[config.mk]
export PLATFORM = sky130hd
export DESIGN_NAME = xcorr_scheduler
export DESIGN_NICKNAME = d
export VERILOG_FILES = /design/src/rtl/xcorr_scheduler.sv
export SDC_FILE = /design/constraint.sdc
export NUM_CORES = 1
export LEC_CHECK = 0
export BUFFER_PORTS_ARGS = -buffer_cell sky130_fd_sc_hd__buf_4
export CORE_UTILIZATION = 40
export CTS_CLUSTER_SIZE = 28
export DETAILED_ROUTE_END_ITERATION = 6
export SLEW_MARGIN = 5
export SYNTH_ARGS = -nofsm -noshare
export SYNTH_HDL_FRONTEND = slang
export SYNTH_SLANG_ARGS = --single-unit
[constraint.sdc]
create_clock -name clk -period 10.4 [get_ports clk]
set_clock_uncertainty 0.1 [all_clocks]
set_input_delay 1.56 -clock clk [delete_from_list [all_inputs] [get_ports clk]]
set_output_delay 1.56 -clock clk [all_outputs]
set_load 0.1 [all_outputs]
[src/rtl/xcorr_scheduler.sv]
// xcorr_scheduler
//   Computes the sliding cross-correlation c[x] = sum_k f[x+k]*g[k] for
//   x = 0..NLAG-1. It reads f and g from a read-only sample SRAM with a
//   one-cycle read latency, and accumulates the products in a signed MAC.
//   f is stored at addresses 0..F_LEN-1 and g at F_LEN..F_LEN+G_LEN-1.
//   g is read once into a register cache. After that, each lag needs
//   one SRAM read per tap.
//
// Ports
//   clk         system clock
//   reset_n     asynchronous active-low reset
//   start       one-cycle run request, honoured only when idle
//   busy        high in every non-idle state
//   done        one-cycle pulse when max_val/max_pos are final
//   sram_en     SRAM read enable
//   sram_addr   SRAM read address (holds while sram_en is low)
//   sram_rdata  signed SRAM read data, one cycle after the address
//   corr_valid  one pulse per lag
//   corr_lag    lag index of corr_val
//   corr_val    signed c[x]
//   max_val     running signed maximum of c[x]
//   max_pos     lag of max_val (the earliest lag wins on ties)
module xcorr_scheduler #(
    parameter int F_LEN  = 1024,
    parameter int G_LEN  = 64,
    parameter int NLAG   = 960,
    parameter int DATA_W = 8,
    parameter int ADDR_W = 11,
    parameter int ACC_W  = 24,
    parameter int LAG_W  = 10
) (
    input  logic              clk,
    input  logic              reset_n,
    input  logic              start,
    output logic              busy,
    output logic              done,
    output logic              sram_en,
    output logic [ADDR_W-1:0] sram_addr,
    input  logic [DATA_W-1:0] sram_rdata,
    output logic              corr_valid,
    output logic [LAG_W-1:0]  corr_lag,
    output logic [ACC_W-1:0]  corr_val,
    output logic [ACC_W-1:0]  max_val,
    output logic [LAG_W-1:0]  max_pos
);

    localparam int CNT_W = $clog2(G_LEN + 1);
    localparam int GI_W  = (G_LEN > 1) ? $clog2(G_LEN) : 1;

    typedef enum logic [2:0] {
        S_IDLE,
        S_LOAD_G,
        S_ACC,
        S_DRAIN,
        S_CMP,
        S_DONE
    } state_t;

    state_t                   state_q, state_d;
    logic [CNT_W-1:0]         cnt_q, cnt_d;
    logic [LAG_W-1:0]         x_q, x_d;
    logic signed [ACC_W-1:0]  acc_q, acc_d;
    logic signed [ACC_W-1:0]  max_val_q, max_val_d;
    logic [LAG_W-1:0]         max_pos_q, max_pos_d;
    logic [ADDR_W-1:0]        addr_q, addr_d;

    logic signed [DATA_W-1:0] g_q [G_LEN];
    logic                     g_we;
    logic [GI_W-1:0]          g_idx;

    logic signed [2*DATA_W-1:0] prod;
    logic signed [ACC_W-1:0]    prod_ext;

    // The read data always belongs to the address issued one cycle earlier.
    // That address was tap cnt-1, so both the cache write and the MAC
    // use the same index. In DRAIN, cnt is parked at G_LEN, so the last
    // tap still uses index G_LEN-1.
    assign g_idx    = GI_W'(cnt_q - 1'b1);
    assign prod     = $signed(sram_rdata) * g_q[g_idx];
    assign prod_ext = {{(ACC_W - 2*DATA_W){prod[2*DATA_W-1]}}, prod};

    assign sram_addr  = addr_d;
    assign corr_lag   = x_q;
    assign corr_val   = acc_q;
    assign max_val    = max_val_q;
    assign max_pos    = max_pos_q;

    always_comb begin
        state_d    = state_q;
        cnt_d      = cnt_q;
        x_d        = x_q;
        acc_d      = acc_q;
        max_val_d  = max_val_q;
        max_pos_d  = max_pos_q;
        addr_d     = addr_q;
        sram_en    = 1'b0;
        g_we       = 1'b0;
        busy       = (state_q != S_IDLE);
        done       = 1'b0;
        corr_valid = 1'b0;

        case (state_q)
            S_IDLE: begin
                if (start) begin
                    state_d   = S_LOAD_G;
                    cnt_d     = '0;
                    x_d       = '0;
                    acc_d     = '0;
                    max_val_d = '0;
                    max_pos_d = '0;
                end
            end

            S_LOAD_G: begin
                if (cnt_q < CNT_W'(G_LEN)) begin
                    sram_en = 1'b1;
                    addr_d  = ADDR_W'(F_LEN) + ADDR_W'(cnt_q);
                end
                if (cnt_q != '0) begin
                    g_we = 1'b1;
                end
                if (cnt_q == CNT_W'(G_LEN)) begin
                    state_d = S_ACC;
                    cnt_d   = '0;
                end else begin
                    cnt_d = cnt_q + 1'b1;
                end
            end

            S_ACC: begin
                sram_en = 1'b1;
                addr_d  = ADDR_W'(x_q) + ADDR_W'(cnt_q);
                if (cnt_q == '0) begin
                    acc_d = '0;
                end else begin
                    acc_d = acc_q + prod_ext;
                end
                if (cnt_q == CNT_W'(G_LEN - 1)) begin
                    state_d = S_DRAIN;
                    cnt_d   = CNT_W'(G_LEN);
                end else begin
                    cnt_d = cnt_q + 1'b1;
                end
            end

            S_DRAIN: begin
                acc_d   = acc_q + prod_ext;
                state_d = S_CMP;
            end

            S_CMP: begin
                corr_valid = 1'b1;
                // Lag 0 seeds the maximum. After that the compare is
                // strictly greater-than, so a tie keeps the earlier lag.
                if ((x_q == '0) || (acc_q > max_val_q)) begin
                    max_val_d = acc_q;
                    max_pos_d = x_q;
                end
                if (x_q < LAG_W'(NLAG - 1)) begin
                    x_d     = x_q + 1'b1;
                    cnt_d   = '0;
                    state_d = S_ACC;
                end else begin
                    state_d = S_DONE;
                end
            end

            S_DONE: begin
                done    = 1'b1;
                state_d = S_IDLE;
            end

            default: begin
                state_d = S_IDLE;
            end
        endcase
    end

    always_ff @(posedge clk or negedge reset_n) begin
        if (!reset_n) begin
            state_q   <= S_IDLE;
            cnt_q     <= '0;
            x_q       <= '0;
            acc_q     <= '0;
            max_val_q <= '0;
            max_pos_q <= '0;
            addr_q    <= '0;
        end else begin
            state_q   <= state_d;
            cnt_q     <= cnt_d;
            x_q       <= x_d;
            acc_q     <= acc_d;
            max_val_q <= max_val_d;
            max_pos_q <= max_pos_d;
            addr_q    <= addr_d;
        end
    end

    always_ff @(posedge clk or negedge reset_n) begin
        if (!reset_n) begin
            for (int i = 0; i < G_LEN; i++) begin
                g_q[i] <= '0;
            end
        end else if (g_we) begin
            g_q[g_idx] <= sram_rdata;
        end
    end

endmodule

==> metrics.log <==
[metrics] Gate Count Post-Synth: 2807
[metrics] type of the worst setup path: flip-flop to flip-flop
[metrics] portion of total power attributed to sequential cells: 36.7%
[metrics] min Tclk post-route: 9.74 ns
[metrics] setup total negative slack: 0 ns
[metrics] final-report setup violation count: 0
[metrics] standby leakage power: 16.2 nW
[metrics] count of nets left with antenna violations after detail routing: 0
[metrics] DRC violation count after routing: 0
[metrics] Filler Cell Count: 7297
[metrics] overall die height: 289 um
[metrics] slew at the pin with the worst max-slew slack: 1.26 ns
[metrics] overflow left after global routing: 0
[metrics] global placer's final weighted congestion: 0.870
[metrics] layout cells sized above 1: 30.4%
[metrics] pre-CTS worst setup slack: 0.693 ns
[metrics] I/O pin total: 94
[metrics] CORE AREA: 80900 um2
[metrics] clock latency on the worst-skew pair: 0.62 ns
[metrics] number of antenna violations at the first check in global routing: 2
[metrics] number of rows created at floorplan: 104
[metrics] Setup Fix Bufs, Post-CTS: 0
[metrics] master cell of the clock root buffer: sky130_fd_sc_hd__clkbuf_16
[metrics] critical path's largest stage delay: 0.63 ns
[metrics] maximum fanout count along the critical path: 26
[metrics] syn avg cell area: 11.7 um2
[metrics] starting density of the core: 40.6%
[metrics] horizontal extent of the die: 289 um
[metrics] number of buffers added to fix hold violations after cts: 0
[metrics] internal cell power: 4.72 mW
[metrics] source of the critical timing path: cnt_q[0]
[metrics] RSZ-0062 raised after global routing: no
[metrics] slowest stage cell on the critical path: sky130_fd_sc_hd__xor2_4
[metrics] Worst path most repeated cell: sky130_fd_sc_hd__fa_1
[metrics] Maximum Capacitance Violations: 0
[metrics] largest vdd supply drop: 0.000135 V
[metrics] Detail Placement HPWL: 60000 um
[metrics] path category of the worst min-delay check: flip-flop to flip-flop
[metrics] utilization of the core after routing: 45.7%
[metrics] post-detailed-route via-to-cell ratio: 5.75
[metrics] relative slew slack: 15.1%
[metrics] Synth Register Bits: 601
[metrics] Critical Path Start Type: flip-flop
[metrics] worst endpoint data arrival time: 10.19 ns
[metrics] endpoint of the most critical register-to-register path: corr_val[20]
[metrics] most common cell after layout, fill and taps aside: sky130_fd_sc_hd__dfrtp_1
[metrics] number of nets produced by synthesis: 3013
[metrics] pin count of the biggest net entering global routing: 157
[metrics] number of vias in the routed layout: 22683
[metrics] post-detailed-routing wire length: 90300 um
[metrics] post-detailed-route wirelength per cell: 22.9 um
[metrics] count of routing violations after the opening detailed-route iteration: 1720
[metrics] endpoint of the worst setup timing path: corr_val[20]
[metrics] source of the worst register-to-register timing path: cnt_q[0]
[metrics] Final Net Count: 3036
[metrics] pwr/cell area: 183 nW/um2
[metrics] most frequent cells in the layout: sky130_fd_sc_hd__dfrtp_1, sky130_fd_sc_hd__mux2_2, sky130_fd_sc_hd__nand2_1
[metrics] total track usage: 22.0%
[metrics] Reg clk slew, reported paths: 0.06 ns
[metrics] worst reg-to-reg setup slack: 0.66 ns
[metrics] fraction of power spent switching nets: 30.3%
[metrics] fraction of the cycle the final worst path needs: 93.7%
[metrics] number of global-route vias before repair: 23507
[metrics] data required time at the worst endpoint: 10.85 ns
[metrics] share of async-settable or async-resettable flops after synthesis: 100%
[metrics] combinational share of power: 25.5%
[metrics] CTS Buf Count: 71
[metrics] total of buffers placed on input and output ports: 93
[metrics] unique cell type count in the Yosys netlist: 77
[metrics] path depth of the worst reg2reg path: 28
[metrics] Pwr Total: 6.77 mW
[metrics] Max H-tree Level: 3
[metrics] final-report max-slew violation count: 0
[metrics] element type at the critical path end: flip-flop
[metrics] Post-synth EDFFs: 0
[metrics] count of yosys warnings during synthesis: 0
[metrics] minimum setup slack in the final design: 0.659 ns
[metrics] CTS max path bufs: 3
[metrics] overall die area: 83300 um2
[metrics] main flop type after synthesis: sky130_fd_sc_hd__dfrtp_1
[metrics] final hold violations: 0
[metrics] layout overhead on the synthesized area: 12.6%
[metrics] Peak Freq: 103 MHz
[metrics] total net switching power: 2.05 mW
[metrics] wire length of the first global-routing pass: 141000 um
[metrics] Clk network pwr share: 37.8%
[metrics] clock tree from TritonCTS: done
[metrics] post-cts sizing count: 0
[metrics] status: finished clean
[metrics] mapped cell area: 32900 um2
[metrics] clock sink total: 601
[metrics] Seq/Total Area, Yosys: 45.7%
[metrics] 1st-pass router iterations: 5
## power by group through the flow
stage | Sequential, mW | Clock (mW) | Combinational (mW)
2_1_floorplan | 2.54 | 0 | 1.29
3_3_place_gp | 2.52 | 0 | 1.69
3_5_place_dp | 2.53 | 0 | 1.71
4_1_cts | 2.49 | 2.60 | 1.74
5_1_grt | 2.50 | 2.69 | 1.95
6_report | 2.49 | 2.56 | 1.73
## cells by family after synthesis
logic type | after synthesis | share of synthesized area [%]
AOI/OAI and AO/OA | 434 | 8.84
xor gates and xnor gates | 43 | 1.17
adders and majority gates | 195 | 9.84
buffers and inverters | 336 | 4.09
DFF | 601 | 45.7
muxes | 584 | 20.9
and+or+nand+nor | 614 | 9.43
## area by class of cell
| class | instances | area [um2] | share of cell area (%) |
|---|---|---|---|
| diodes | 1 | 2.50 | 0.00676 |
| clock buffers | 97 | 2030 | 5.48 |
| clock inverters | 28 | 364 | 0.984 |
| inverters | 143 | 537 | 1.45 |
| multi-input cells | 1870 | 16600 | 44.7 |
| flip-flops and latches | 601 | 15000 | 40.6 |
| well taps | 1060 | 1330 | 3.58 |
| repair buffers | 143 | 1160 | 3.12 |
## state kept, by name (all words and copies together) (netlist names)
register  cells
corr_lag     10
max_val      24
cnt_q         7
state_q       3
g_q         512
max_pos      10
corr_val     24
addr_q       11
## critical path: cells and delay by family, from the launching register on
family | cells | cell delay (ns)
compound gates | 9 | 2.16
mux | 1 | 0.37
fa+ha+maj | 7 | 3.45
simple gates | 5 | 1.26
buf+inv | 5 | 1.06
flops | 1 | 0.62
xor+xnor | 1 | 0.63
## per-stage QoR
step                instances  hold slack [ns]  cell area (um2)
floorplan                2807            0.371            32900
global placement         3817            0.381            34600
detailed placement       3817            0.387            34600
CTS                      3942            0.400            37000
global route             3942            0.414            37000
finish                   3943            0.399            37000
## metal layers
metal / share of wire (%) / GRT usage, % / vias to the layer above
met1: 45 / 30.4 / 11773
met3: 5.7 / 3.33 / 165
met2: 47 / 35.1 / 696
met5: 0.022 / 0 / -
met4: 2.9 / 7.67 / 2
li1: - / - / 10047
## cell usage after synthesis (all sizes together) (5+ instances only)
| master | instances | area, um2 |
|---|---|---|
| o31a | 5 | 43.8 |
| and3 | 9 | 56.3 |
| mux2 | 526 | 5920 |
| dfrtp | 601 | 15000 |
| nor2 | 93 | 349 |
| a21o | 9 | 67.6 |
| nand3 | 28 | 145 |
| mux2i | 29 | 290 |
| buf | 75 | 365 |
| clkbuf | 118 | 443 |
| a211oi | 12 | 100 |
| a21oi | 67 | 335 |
| nor2b | 10 | 62.6 |
| and2 | 43 | 269 |
| ha | 89 | 1110 |
| inv | 143 | 537 |
| o221ai | 21 | 184 |
| nor3 | 114 | 704 |
| nand4 | 15 | 93.8 |
| o31ai | 17 | 128 |
| nand2b | 11 | 68.8 |
| nand3b | 5 | 37.5 |
| o21ai | 103 | 515 |
| a31oi | 41 | 257 |
| a22oi | 6 | 50.1 |
| a311oi | 14 | 123 |
| nand2 | 252 | 1050 |
| o22ai | 42 | 263 |
| mux4 | 29 | 653 |
| xor2 | 21 | 184 |
| o21bai | 5 | 37.5 |
| a22o | 41 | 359 |
| o211ai | 13 | 97.6 |
| or3 | 15 | 98.8 |
| xnor2 | 22 | 200 |
| fa | 106 | 2120 |
## worst min path at each step
stage / start / endpoint / slack, ns / cells past startpoint
after global placement: addr_q[9] / addr_q[9] / 0.38 / 2
after global routing: g_q[306] / g_q[306] / 0.41 / 1
after CTS: g_q[470] / g_q[470] / 0.40 / 1
after floorplan: g_q[489] / g_q[489] / 0.37 / 1
final: g_q[251] / g_q[251] / 0.40 / 1
after detailed placement: g_q[470] / g_q[470] / 0.39 / 1
Note: power is estimated with default switching activity, not from simulation.
